**config.mk**
```make
export PLATFORM = sky130hd
export DESIGN_NAME = id_hazard_ctrl
export DESIGN_NICKNAME = d
export VERILOG_FILES = /design/src/rtl/haz_pkg.sv /design/src/rtl/load_use_detect.sv /design/src/rtl/id_hazard_ctrl.sv
export SDC_FILE = /design/constraint.sdc
export NUM_CORES = 1
export LEC_CHECK = 0
export ABC_CLOCK_PERIOD_IN_PS = 1800
export BUFFER_PORTS_ARGS = -buffer_cell sky130_fd_sc_hd__buf_2
export CAP_MARGIN = 20
export CORE_UTILIZATION = 37
export CTS_BUF_LIST = sky130_fd_sc_hd__clkbuf_8
export CTS_CLUSTER_DIAMETER = 120
export DETAILED_ROUTE_END_ITERATION = 8
export PLACE_DENSITY = 0.82
export REMOVE_ABC_BUFFERS = 1
export SLEW_MARGIN = 20
export SYNTH_ARGS = -nofsm -noshare
export SYNTH_HDL_FRONTEND = slang
export SYNTH_HIERARCHICAL = 1
export SYNTH_SLANG_ARGS = --single-unit
```
**constraint.sdc**
```tcl
create_clock -name clk -period 1.8 [get_ports clk]
set_input_delay 0.09 -clock clk [delete_from_list [all_inputs] [get_ports clk]]
set_output_delay 0.09 -clock clk [all_outputs]
set_load 0.02 [all_outputs]
```
**src/rtl/haz_pkg.sv**
```systemverilog
// Shared types and defaults for the ID-stage hazard controller.
// Optional statistics counters are enabled by defining HAZ_STATS_EN.
package haz_pkg;

  typedef enum logic {
    RUN     = 1'b0,
    BR_WAIT = 1'b1
  } haz_state_e;

  localparam int W_DEF      = 5;
  localparam int BR_LAT_DEF = 2;

endpackage

```
**src/rtl/load_use_detect.sv**
```systemverilog
// Combinational load-use comparator between the ID operands and ID/EX rt.
// A load into $0 never creates a dependency.
module load_use_detect #(
  parameter int W = 5
) (
  input  logic [W-1:0] id_rs,
  input  logic         id_rs_used,
  input  logic [W-1:0] id_rt,
  input  logic         id_rt_used,
  input  logic         idex_MemRead,
  input  logic [W-1:0] idex_rt,
  output logic         lu
);

  logic rs_hit;
  logic rt_hit;

  assign rs_hit = id_rs_used && (id_rs == idex_rt);
  assign rt_hit = id_rt_used && (id_rt == idex_rt);
  assign lu     = idex_MemRead && (|idex_rt)
                  && (rs_hit || rt_hit);

endmodule

```
**src/rtl/id_hazard_ctrl.sv**
```systemverilog
// ID-stage stall/bubble controller for load-use and branch waits.
// Define HAZ_STATS_EN to build the stat_lu/stat_br counters.
module id_hazard_ctrl
  import haz_pkg::*;
#(
  parameter int W      = W_DEF,
  parameter int BR_LAT = BR_LAT_DEF,
  parameter int CW     = 16
) (
  input  logic          clk,
  input  logic          rst_n,
  input  logic [W-1:0]  id_rs,
  input  logic          id_rs_used,
  input  logic [W-1:0]  id_rt,
  input  logic          id_rt_used,
  input  logic          id_Branch,
  input  logic          idex_MemRead,
  input  logic [W-1:0]  idex_rt,
  input  logic          exmem_Branch,
  input  logic          br_taken,
  output logic          pc_write,
  output logic          ifid_write,
  output logic          ifid_flush,
  output logic          idex_bubble,
  output logic          br_err,
  output logic [CW-1:0] stat_lu,
  output logic [CW-1:0] stat_br
);

  localparam int WCW = $clog2(BR_LAT + 2);

  haz_state_e     state, state_n;
  logic [WCW-1:0] wcnt, wcnt_n;
  logic           err_n;
  logic           lu;

  load_use_detect #(.W(W)) u_lud (
    .id_rs        (id_rs),
    .id_rs_used   (id_rs_used),
    .id_rt        (id_rt),
    .id_rt_used   (id_rt_used),
    .idex_MemRead (idex_MemRead),
    .idex_rt      (idex_rt),
    .lu           (lu)
  );

  always_ff @(posedge clk or negedge rst_n) begin
    if (!rst_n) begin
      state  <= RUN;
      wcnt   <= '0;
      br_err <= 1'b0;
    end else begin
      state  <= state_n;
      wcnt   <= wcnt_n;
      br_err <= err_n;
    end
  end

  always_comb begin
    state_n     = state;
    wcnt_n      = wcnt;
    err_n       = br_err;
    pc_write    = 1'b1;
    ifid_write  = 1'b1;
    ifid_flush  = 1'b0;
    idex_bubble = 1'b0;
    unique case (state)
      RUN: begin
        if (lu) begin
          pc_write    = 1'b0;
          ifid_write  = 1'b0;
          idex_bubble = 1'b1;
        end else if (id_Branch) begin
          state_n = BR_WAIT;
          wcnt_n  = '0;
        end
      end
      BR_WAIT: begin
        if (!exmem_Branch) begin
          pc_write    = 1'b0;
          ifid_write  = 1'b0;
          idex_bubble = 1'b1;
          wcnt_n      = wcnt + 1'b1;
          // Fail open so a lost strobe cannot deadlock the pipe
          if (wcnt == WCW'(BR_LAT)) begin
            err_n   = 1'b1;
            state_n = RUN;
            wcnt_n  = '0;
          end
        end else if (br_taken) begin
          ifid_flush  = 1'b1;
          idex_bubble = 1'b1;
          state_n     = RUN;
        end else begin
          state_n = RUN;
        end
      end
    endcase
    if (!rst_n) begin
      pc_write    = 1'b0;
      ifid_write  = 1'b0;
      ifid_flush  = 1'b0;
      idex_bubble = 1'b1;
    end
  end

`ifdef HAZ_STATS_EN
  logic [CW-1:0] lu_q, br_q;

  always_ff @(posedge clk or negedge rst_n) begin
    if (!rst_n) begin
      lu_q <= '0;
      br_q <= '0;
    end else begin
      if (state == RUN && lu && !(&lu_q))
        lu_q <= lu_q + 1'b1;
      if (state == BR_WAIT && !(&br_q))
        br_q <= br_q + 1'b1;
    end
  end

  assign stat_lu = lu_q;
  assign stat_br = br_q;
`else
  assign stat_lu = '0;
  assign stat_br = '0;
`endif

endmodule
```
==> qor.yml <==
synth:
  post-synth-top-count-cell: "buf_4"
  ys_seq_elements: 4
  ys_types: 24
  syn_avg_cell_area_um2: 8.41
  ys_seq_area_share_pct: 16.5
  synth_common_cells: "buf_4, xor2_1, dfrtp_1"
  synth_ff_type: "dfrtp_1"
  synthTopCellsByArea: "buf_4, dfrtp_1, xor2_1"
  synthCells: 72
  synth_area_um2: 606
  synthArstFlopShare_pct: 100
  synth_top_cell_by_area: "buf_4"
  synth-edff-count: 0
  yosysWarnings: 6
  yosysTopAreaCellShare_pct: 40.9
pwr:
  cellPowerDensity_mw_per_mm2: 857
  p_leak_nw: 0.384
  peakVddDrop_mv: 0.306
cts:
  htree_levels: 1
  clk_path_buf_depth: 2
  root_buffer: "clkbuf_8"
  clkLatencyLatePin_ps: 220
  clkTransAtPathRegs_ps: 30
  numClockSinks: 4
  cts_setup_buffers: 0
  tritoncts: "built"
  cts_buffers: 3
timing:
  tns_ps: 0
  hold_viol: 0
  timing.final.crit_share_pct: 93.6
  finalSetupViolCount: 0
  fin_crit_ps: 1680
  fin_skew_ps: 0.356
  slew_viol_final: 0
  fmax_mhz: 594
  hold_slack_ps: 167
die:
  die_h_um: 42.5
  ios: 60
  dieArea_mm2: 0.00180
  core-area_mm2: 0.00152
  die_width_um: 42.5
  initial_core_util_pct: 39.7
  rows: 14
drt:
  via_per_inst: 3.96
  wire_per_inst_um: 9.22
  drtAntennaViolNets: 0
  firstDrtPassIters: 2
  num_vias: 463
  drt_iter0_markers: 2
  routed_wl_um: 1080
  drc: 0
grt:
  antenna_found_initial: 0
  grt_pass1_wl_um: 1540
  grt_pass1_vias: 389
  overflow: 0
  track_usage_pct: 11.8
  grt_max_degree: 8
worst_hold_path:
  hp-class: "in2reg"
  hp-start: "id_Branch"
cells_and_area:
  layout-drive-gt1-share_pct: 36.6
  diodes: 0
  layoutNonFillerInstCount: 117
  final_net_count: 126
  area_growth_syn_to_layout_pct: 13.0
setup_path:
  worstPathCellList: "buf_2 -> xor2_1 -> nor4_1 -> nand3_1 -> a21oi_2 -> or2b_1 -> and3_1 -> buf_2"
  crit_family: "simple AND/OR/NAND/NOR gates"
  crit_slowest_cell: "nor4_1"
  path_common_cell: "buf_2"
  worstSetupStartpointType: "input pin"
  cp.arrival_ps: 1590
  worstSetupEndpointType: "primary output"
  path_buf_inv: 2
  slowest_delay_ps: 280
  critPathMaxFanout: 3
  worstPathRequired_ps: 1710
  crit_type: "in2out"
  rr_startpoint: "state$_DFF_PN0_"
  cp-startpoint: "idex_rt[2]"
job:
  max-cap-violations: 0
placed_design:
  numPortBuffers: 27
  hpwlAfterDp_um: 821
  place_inst: 113
  place_congestion: 0.771
run_status:
  status: "finished, final reports clean"
-- placed cells by master (no fill, tap or decap), drive strengths merged, types with 3 or more instances in the layout --
cell type,count
buf,27
dfrtp,4
conb,32
clkbuf,3
xor2,8
nand2,3
-- logic make-up after synthesis --
group	synth area share [%]
AOI/OAI and AO/OA	6.82
other	0.619
buffers and inverters	41.5
muxes	4.34
xor gates and xnor gates	14.5
DFF	16.5
and+or+nand+nor	15.7
-- worst register-to-register path: cells and delay by family (launching register included) --
family,cells,cell delay (ps)
DFF,1,430
muxes,2,640
-- routing by layer --
layer,up-vias,share of wire (%),GRT usage [%],wire (µm)
li1,229,-,-,-
met1,198,35,10.2,379
met2,34,57,22.8,611
met3,2,6.7,1.72,72
met4,0,1.5,10.0,16
met5,-,0,0,0
-- metrics by stage --
stage	setup slack, ps	power [W]	instance area [µm²]	utilization, %
floorplan	255	0.000323	474	-
global placement	95.6	0.000387	629	41.3
CTS	104	0.000590	681	44.7
global route	-9.89	0.000624	684	44.9
detailed placement	77.1	0.000390	629	41.3
finish	116	0.000587	684	44.9
-- power by group --
part	leakage, nW	switching [W]	internal (W)
sequential	0.0499	0.0000286	0.000123
clock	0.0216	0.0000490	0.000143
combinational	0.312	0.000147	0.0000962
-- timing repair --
item	CTS	global route
hold buffers	1	0
endpoints found under the setup margin	0	2
hold endpoints to repair	4	0
gates resized for setup	0	1
-- state kept, by name, summed over array words and instances (netlist names) --
signal and cells:
state 1, wcnt 2, br_err 1
-- worst paths after layout --
kind / end / slack (ps) / cells past startpoint
worst min register to register: br_err$_DFFE_PN0P_ / 460 / 1
worst min-delay path: state$_DFF_PN0_ / 170 / 3
min in group asynchronous: br_err$_DFFE_PN0P_ / 230 / 2
worst max register to register: wcnt[0]$_DFFE_PN0P_ / 610 / 2
worst max-delay path: pc_write / 120 / 8
max in group asynchronous: wcnt[1]$_DFFE_PN0P_ / 1430 / 2
-- cell type report --
class                   instances  area [µm²]
multi-input cells              65         374
clock buffers                   3        41.3
flip-flops and latches          4         100
fillers                       153         840
inverters                       1        3.75
well taps                      16        20.0
repair buffers                 28         145
No activity file was read; power rests on OpenSTA's default activity.
